[src/rtl/parity_rx_pkg.sv]
// Shared definitions for the XOR-parity serial link: FSM encodings, line idle level, frame length.
package parity_rx_pkg;

  // Receiver FSM states, 3-bit encoding shared with the matching transmitter.
  typedef enum logic [2:0] {
    ST_IDLE   = 3'd0,
    ST_DATA   = 3'd1,
    ST_PARITY = 3'd2,
    ST_STOP   = 3'd3,
    ST_BREAK  = 3'd4
  } state_t;

  // Level of the serial line between frames; a start bit is the opposite level.
  localparam logic LINE_IDLE = 1'b1;

  // Number of bit_en samples occupied by one frame: start + data + parity + stop.
  function automatic int unsigned frame_len(input int unsigned data_w);
    return data_w + 3;
  endfunction

endpackage

[src/rtl/parity_rx_if.sv]
// Line input and frame output handshake of the parity receiver.
interface parity_rx_if #(
  parameter int unsigned DATA_W = 8
);

  logic              bit_en;
  logic              rx_bit;
  logic [DATA_W-1:0] out_data;
  logic              out_par_err;
  logic              out_frame_err;
  logic              out_valid;
  logic              out_ready;
  logic              overrun;

  // Receiver side: samples the line, presents frames.
  modport master (
    input  bit_en, rx_bit, out_ready,
    output out_data, out_par_err, out_frame_err, out_valid, overrun
  );

  // Environment side: drives the line, consumes frames.
  modport slave (
    output bit_en, rx_bit, out_ready,
    input  out_data, out_par_err, out_frame_err, out_valid, overrun
  );

endinterface

[src/rtl/parity_acc.sv]
// 1-bit running XOR accumulator with synchronous clear and enable; shared with the transmitter.
module parity_acc (
  input  logic clk,
  input  logic rst_n,
  input  logic clr,
  input  logic en,
  input  logic d,
  output logic q
);

  // Clear wins over accumulate so a new frame always starts from zero.
  always_ff @(posedge clk or negedge rst_n) begin
    if (!rst_n) begin
      q <= 1'b0;
    end else if (clr) begin
      q <= 1'b0;
    end else if (en) begin
      q <= q ^ d;
    end
  end

endmodule

[src/rtl/parity_rx.sv]
// Serial frame receiver: start/data/parity/stop deserializer with XOR parity and stop-bit checks,
// presenting each frame on a single-entry valid/ready output register.
module parity_rx
  import parity_rx_pkg::*;
#(
  parameter int unsigned DATA_W     = 8,
  parameter bit          PARITY_ODD = 1'b0
) (
  input  logic            clk,
  input  logic            rst_n,
  parity_rx_if.master     bus
);

  localparam int unsigned CNT_W = $clog2(DATA_W + 1);

  state_t              state_q, state_d;
  logic [CNT_W-1:0]    cnt_q, cnt_d;
  logic [DATA_W-1:0]   shift_q, shift_d;
  logic                acc_q;
  logic                acc_clr_c;
  logic                acc_en_c;
  logic                comp_c;
  logic                comp_par_err_c;
  logic                comp_frame_err_c;

  logic [DATA_W-1:0]   data_d;
  logic                par_err_d;
  logic                frame_err_d;
  logic                valid_d;
  logic                overrun_d;

  parity_acc u_acc (
    .clk   (clk),
    .rst_n (rst_n),
    .clr   (acc_clr_c),
    .en    (acc_en_c),
    .d     (bus.rx_bit),
    .q     (acc_q)
  );

  // FSM state, bit counter and data shift register.
  always_ff @(posedge clk or negedge rst_n) begin
    if (!rst_n) begin
      state_q <= ST_IDLE;
      cnt_q   <= '0;
      shift_q <= '0;
    end else begin
      state_q <= state_d;
      cnt_q   <= cnt_d;
      shift_q <= shift_d;
    end
  end

  // Next-state and datapath control; nothing moves on edges without bit_en.
  always_comb begin
    state_d          = state_q;
    cnt_d            = cnt_q;
    shift_d          = shift_q;
    acc_clr_c        = 1'b0;
    acc_en_c         = 1'b0;
    comp_c           = 1'b0;
    comp_par_err_c   = acc_q ^ PARITY_ODD;
    comp_frame_err_c = (bus.rx_bit != LINE_IDLE);
    if (bus.bit_en) begin
      case (state_q)
        ST_IDLE: begin
          if (bus.rx_bit != LINE_IDLE) begin
            state_d   = ST_DATA;
            cnt_d     = '0;
            shift_d   = '0;
            acc_clr_c = 1'b1;
          end
        end
        ST_DATA: begin
          // LSB arrives first; shifting in at the top leaves it at bit 0 after DATA_W bits.
          shift_d  = (shift_q >> 1) | (DATA_W'(bus.rx_bit) << (DATA_W - 1));
          acc_en_c = 1'b1;
          if (cnt_q == CNT_W'(DATA_W - 1)) begin
            state_d = ST_PARITY;
          end else begin
            cnt_d = cnt_q + CNT_W'(1);
          end
        end
        ST_PARITY: begin
          acc_en_c = 1'b1;
          state_d  = ST_STOP;
        end
        ST_STOP: begin
          comp_c  = 1'b1;
          state_d = (bus.rx_bit == LINE_IDLE) ? ST_IDLE : ST_BREAK;
        end
        ST_BREAK: begin
          // A stuck-low line must return to idle before a new start can be seen.
          if (bus.rx_bit == LINE_IDLE) begin
            state_d = ST_IDLE;
          end
        end
        default: begin
          state_d = ST_IDLE;
        end
      endcase
    end
  end

  // Output register next values: load on completion when empty or draining, else drop and flag.
  always_comb begin
    data_d      = bus.out_data;
    par_err_d   = bus.out_par_err;
    frame_err_d = bus.out_frame_err;
    valid_d     = bus.out_valid;
    overrun_d   = 1'b0;
    if (comp_c) begin
      if (!bus.out_valid || bus.out_ready) begin
        data_d      = shift_q;
        par_err_d   = comp_par_err_c;
        frame_err_d = comp_frame_err_c;
        valid_d     = 1'b1;
      end else begin
        overrun_d = 1'b1;
      end
    end else if (bus.out_valid && bus.out_ready) begin
      valid_d = 1'b0;
    end
  end

  // Registered frame outputs and overrun pulse.
  always_ff @(posedge clk or negedge rst_n) begin
    if (!rst_n) begin
      bus.out_data      <= '0;
      bus.out_par_err   <= 1'b0;
      bus.out_frame_err <= 1'b0;
      bus.out_valid     <= 1'b0;
      bus.overrun       <= 1'b0;
    end else begin
      bus.out_data      <= data_d;
      bus.out_par_err   <= par_err_d;
      bus.out_frame_err <= frame_err_d;
      bus.out_valid     <= valid_d;
      bus.overrun       <= overrun_d;
    end
  end

endmodule
[src/flat_wrapper.sv]
// flat-port wrapper written by rule: the top's interface ports become plain ports
module parity_rx_flat import parity_rx_pkg::*;
#(
  parameter int unsigned DATA_W     = 8,
  parameter bit          PARITY_ODD = 1'b0
)
  (clk, rst_n, bus_bit_en, bus_rx_bit, bus_out_ready, bus_out_data, bus_out_par_err, bus_out_frame_err, bus_out_valid, bus_overrun);
  parity_rx_if #(.DATA_W(DATA_W)) bus_i ();
  input  logic clk;
  input  logic rst_n;
  input wire logic [$bits(bus_i.bit_en)-1:0] bus_bit_en;
  input wire logic [$bits(bus_i.rx_bit)-1:0] bus_rx_bit;
  input wire logic [$bits(bus_i.out_ready)-1:0] bus_out_ready;
  output wire logic [$bits(bus_i.out_data)-1:0] bus_out_data;
  output wire logic [$bits(bus_i.out_par_err)-1:0] bus_out_par_err;
  output wire logic [$bits(bus_i.out_frame_err)-1:0] bus_out_frame_err;
  output wire logic [$bits(bus_i.out_valid)-1:0] bus_out_valid;
  output wire logic [$bits(bus_i.overrun)-1:0] bus_overrun;
  assign bus_i.bit_en = bus_bit_en;
  assign bus_i.rx_bit = bus_rx_bit;
  assign bus_i.out_ready = bus_out_ready;
  assign bus_out_data = bus_i.out_data;
  assign bus_out_par_err = bus_i.out_par_err;
  assign bus_out_frame_err = bus_i.out_frame_err;
  assign bus_out_valid = bus_i.out_valid;
  assign bus_overrun = bus_i.overrun;
  parity_rx #(.DATA_W(DATA_W), .PARITY_ODD(PARITY_ODD)) u_core (.clk(clk), .rst_n(rst_n), .bus(bus_i));
endmodule
[config.mk]
export PLATFORM = sky130hd
export DESIGN_NAME = parity_rx_flat
export DESIGN_NICKNAME = d
export VERILOG_FILES = /design/src/rtl/parity_rx_pkg.sv /design/src/rtl/parity_rx_if.sv /design/src/rtl/parity_acc.sv /design/src/rtl/parity_rx.sv /design/src/flat_wrapper.sv
export SDC_FILE = /design/constraint.sdc
export NUM_CORES = 1
export LEC_CHECK = 0
export BUFFER_PORTS_ARGS = -buffer_cell sky130_fd_sc_hd__buf_2
export CAP_MARGIN = 20
export CORE_UTILIZATION = 45
export CTS_CLUSTER_DIAMETER = 50
export CTS_CLUSTER_SIZE = 10
export DETAILED_ROUTE_END_ITERATION = 8
export GPL_TIMING_DRIVEN = 0
export PLACE_DENSITY = 0.73
export SETUP_SLACK_MARGIN = 0.3
export SLEW_MARGIN = 10
export SYNTH_ARGS = -nofsm -noshare
export SYNTH_HDL_FRONTEND = slang
export SYNTH_SLANG_ARGS = --single-unit
export TNS_END_PERCENT = 50
[constraint.sdc]
create_clock -name clk -period 2.05 [get_ports clk]
set_input_delay 0.205 -clock clk [delete_from_list [all_inputs] [get_ports clk]]
set_output_delay 0.205 -clock clk [all_outputs]
set_load 0.005 [all_outputs]
# Yosys cells after proc, flatten, opt, wreduce, memory -nomap -nowiden
# Cells that the tools add are included.
[word_totals]
input_bits = 5
ff_bits = 28
ram_bits = 0
romBits = 0
latch_bits = 0
mem_count = 0
elab_cells = 60
[op_classes]
order_cmp = 0
n_reduce_logical = 13
mul = 0
n_bitwise = 3
div_mod_pow = 0
n_shift = 0
n_eq_ne = 10
n_addsub = 1
mux = 24
[op_table]
columns = ["operator", "count"]
rows = [
  ["8-bit case mux with 2 select lines", 1],
  ["3-bit case mux with 5 select lines", 1],
  ["1-bit 2-to-1 mux", 14],
  ["3-bit 2-to-1 mux", 4],
  ["4-bit 2-to-1 mux", 2],
  ["8-bit 2-to-1 mux", 1],
  ["2-bit != test (second input constant)", 4],
  ["7-bit by 8-bit bitwise OR with 8-bit output", 1],
  ["4-bit case mux with 2 select lines", 1],
  ["4-bit AND reduction", 2],
  ["3-bit by 2-bit equality test with 1-bit output (second input constant)", 2],
  ["2-bit nonzero test", 3],
  ["4-bit by 1-bit adder with 4-bit output (second input constant)", 1],
  ["4-bit by 3-bit equality test with 1-bit output (second input constant)", 1],
  ["2-bit AND reduction", 2],
  ["3-bit by 1-bit equality test with 1-bit output (second input constant)", 1],
  ["3-bit equality test (second input constant)", 1],
  ["3-bit zero test", 1],
  ["3-bit AND reduction", 1],
  ["2-bit by 1-bit != test with 1-bit output (second input constant)", 1],
  ["2-bit OR reduction", 1],
  ["1-bit logical AND", 1],
  ["1-bit zero test", 1],
  ["1-bit logical OR", 1],
  ["other kinds (2)", 2],
]

# Longest topological paths before layout
[logic_depth]
word_depth = 6
mapped_depth = 5

# Hierarchy
# A second synthesis with hierarchy kept.
[hier_totals]
hier_cells = 108
area_unflattened_um2 = 1258.7
[by_module_without_submodules]
columns = ["module", "area_per_inst_um2", "seq_area_each_um2", "cells_each", "instances"]
rows = [
  ["parity_rx", 1207.4, 675.6, 104, 1],
  ["parity_acc", 51.3, 25.0, 4, 1],
]

# Worst setup path after synthesis
# OpenSTA, ideal clock, no wires.
[synth_timing]
kind = "flip-flop to flip-flop"
startpoint = "reg u_core.state_q[2]"
endpoint = "reg u_core.bus.out_data[0]"
stages_incl_launch_ff = 5
path_slack_ps = 681
synth_period_minus_slack_ps = 1369
n_path_buf = 1
arrival_time_ps = 1241
required_ps = 1922
setup_time_ps = 128
path_cell_list = "dfrtp_1 > nand4b_2 > nor2b_1 > buf_4 > mux2_1"
[synth_via]
elab_chain_len = 4
[synth_rtl]
columns = ["item", "line_no", "source"]
rows = [
  ["start: declaration", "parity_rx.sv:16", "state_t state_q, state_d;"],
  ["start signal: assignment", "parity_rx.sv:48", "state_q <= state_d;"],
  ["3-bit by 2-bit equality test with 1-bit output", "parity_rx.sv:65", "case (state_q)"],
  ["1-bit 2-to-1 mux", "parity_rx.sv:65", ""],
  ["1-bit 2-to-1 mux", "parity_rx.sv:64", "if (bus.bit_en) begin"],
  ["2-bit AND reduction (no line)", "n/a", ""],
  ["end signal: assignment", "parity_rx.sv:135", "bus.out_data <= data_d;"],
  ["end: declaration", "parity_rx_if.sv:18", "output out_data, out_par_err, out_frame_err, out_valid, overrun"],
]
# Every way passes these cells.
# A chain may end at the register's enable or synchronous reset.

# Worst setup path in the final report
[layout_timing]
startpoint = "reg u_core.state_q[1]"
endpoint = "reg u_core.bus.out_data[5]"
# The elaborated chain is that of the path after synthesis.

==> out/results.tsv <==
stage	metric	value	unit
status	outcome	complete, no violations	
pwr	switchingPower	0.6456	mW
final_layout	nets	124	
global_route	grt_use_total	16.47	%
pwr	power_frac_clock	18.0	%
pwr	p_sw_share	32.10	%
cts	cts_buffers	3	
cts	clk_latency	330	ps
timing	finClkSkew	3.264	ps
setup_path	required	2280	ps
die	initial_core_util	49.27	%
cts	cts.repair_timing.setup_buffer_count	0	
routing	ant_nets	0	
final_layout	synthToLayoutAreaGrowth	14.24	%
synth	syn_avg_cell_area	13.18	um2
final_layout	fin_cells	147	
placement	placed_area	1383	um2
setup_path	crit_fanout	10	
die	row_count	18	
hold_path	hold_path_class	in -> reg	
placement	finalWeightedCongestion	0.7738	
final_layout	stdcell_area	1445	um2
timing	finalSetupTns	0	ps
pwr	vdd_drop_max	0.7562	mV
timing	fmax	0.6616	GHz
routing	via_per_inst	5.646	
timing	fin_crit	1512	ps
timing	tightest_slew	594.3	ps
flow_run	maxCapViolations	0	
synth	async_flop_share	100.0	%
routing	vias	830	
synth	yosysTopAreaCellShare	55.39	%
cts	cts_root_buf	clkbuf_4	
final_layout	final_cell_mix	dfrtp_1, buf_2, mux2_1	
pwr	p_leak	0.7223	nW
pwr	power.density	1392	nW/um2
setup_path	critPathKind	reg -> reg	
die	die_x	55.02	um
setup_path	start_kind	flip-flop	
setup_path	worst_setup_path_end_kind	flip-flop	
final_layout	mostFrequentLayoutCell	dfrtp_1	
routing	drt_iter0_drc	9	
routing	wl_per_cell	14.24	um
timing	grt_setup_unrepaired	false	
routing	drt_wl_total	2094	um
die	dieArea	3027	um2
placement	placement.io_buffers	16	
timing	relSlewSlack	60.38	%
global_route	grt_pass1_wl	3387	um
die	boundaryPins	17	
cts	cts-htree-levels	1	
timing	whs	131.9	ps
global_route	grt_max_degree	29	
synth	ys_ff_latch	28	
final_layout	drive_gt1_share	35.04	%
synth	synth.cell_area	1265	um2
timing	min_period_over_period	73.73	%
timing	finalSetupViolations	0	
cts	clkSlewWorstSetupHoldPaths	150	ps
placement	place_inst	142	
synth	yosysTopAreaCell	dfrtp_1	
pwr	comb_power_share	37.3	%
global_route	grt_pass1_vias	769	
routing	drc	0	
setup_path	critPathArrivalTime	1740	ps
pwr	intPower	1.366	mW
synth	ys_seq_area_share	55.39	%
pwr	seq_power_share	44.7	%
die	coreArea	2567	um2
timing	report.final.slew_viol_count	0	
placement	hpwl	1450	um
timing	hold_violations	0	
cts	cts_tree	yes	
synth	synth_cell_types	37	
final_layout	antenna_cells	0	
global_route	overflow	0	
synth	synth_edf_count	0	
global_route	antenna_found_initial	0	
cts	cts.sinks	28	
synth	synthTopCellsByArea	dfrtp_1, mux2_1, a22o_2	
synth	synthesis.nets	102	
synth	ys.warnings.count	0	
die	die_y	55.02	um
routing	dr.pass1.iters	4	
synth	synth_flop_cell	dfrtp_1	
synth	postSynthCellCount	96	
cts	cts_buffer_depth	2	
final_layout	finalCoreUtilization	56.29	%
==> sequential cells by signal (all words and copies together), names as in the netlist <==
| name | flops |
|---|---|
| u_core.shift_q | 8 |
| u_core.bus.out_valid | 1 |
| u_core.bus.overrun | 1 |
| u_core.bus.out_par_err | 1 |
| u_core.state_q | 3 |
| u_core.u_acc.q | 1 |
| u_core.bus.out_frame_err | 1 |
| u_core.cnt_q | 4 |
| u_core.bus.out_data | 8 |
==> synth_stat cells, types with 2 or more instances <==
master	n
nor2_1	2
dfrtp_1	28
nand3b_1	4
o2111ai_1	2
a22o_1	2
o21ai_0	3
buf_6	2
nand2_1	2
mux2_1	10
nor2b_1	2
inv_1	4
a22o_2	8
buf_4	2
o211ai_1	2
==> metal layers <==
layer	routed length [um]	global-route usage (%)
met1	983	20.34
met2	1007	26.31
met3	89	4.372
met4	13	8.333
met5	0	0
==> final timing paths <==
check                                             from                endpoint  slack (ps)  cells past startpoint
worst max-delay path                 u_core.state_q[1]  u_core.bus.out_data[5]         540                      5
worst min-delay path                     bus_out_ready      u_core.bus.overrun         130                      3
worst max register to register       u_core.state_q[1]  u_core.bus.out_data[5]         540                      5
worst min register to register  u_core.bus.out_data[3]  u_core.bus.out_data[3]         500                      1
max in group asynchronous                        rst_n  u_core.bus.out_data[5]        1280                      2
min in group asynchronous                        rst_n       u_core.state_q[0]         390                      2
==> final cells by class <==
type | instances | area, um2
timing repair buffer | 17 | 90.09
buffer | 5 | 42.54
clock buffer | 3 | 22.52
fill | 224 | 1122
tap | 30 | 37.54
inverter | 4 | 15.01
sequential | 28 | 700.7
clock inverter | 1 | 30.03
multi-input combinational | 59 | 506.7
==> worst max-delay path, stage by stage (launching register included) <==
cell and delay [ps]:
dfrtp_1 370, buf_2 210, nand4b_2 160, nor2b_1 130
buf_4 190, mux2_1 340
==> power groups by stage <==
stage / Sequential [mW] / Combinational (mW) / Clock, mW
after detailed placement: 0.915 / 0.750 / 0
final: 0.900 / 0.750 / 0.361
after floorplan: 0.891 / 0.556 / 0
after global placement: 0.901 / 0.733 / 0
after CTS: 0.902 / 0.761 / 0.374
after global routing: 0.936 / 0.839 / 0.392
==> through the flow <==
step	setup WS [ps]	total power [mW]
after floorplan	681.4	1.447
after global placement	539.9	1.634
after detailed placement	553.6	1.665
after CTS	520.7	2.037
after global routing	387.4	2.167
final	538.5	2.011
==> logic make-up (layout without fill, tap and decap cells) <==
group           count (synthesis)  after routing  synth area share (%)
flops                          28             28                 55.39
fa+ha+maj                       1              1                0.9890
simple gates                   23             23                 13.45
mux                            12             12                 10.58
buf+inv                         9             30                 4.549
compound gates                 23             23                 15.04
==> timing repair <==
item	CTS	global route
hold endpoints to repair	28	0
resized for setup	0	0
hold buffers	1	0
(Power assumes the default switching activity.)
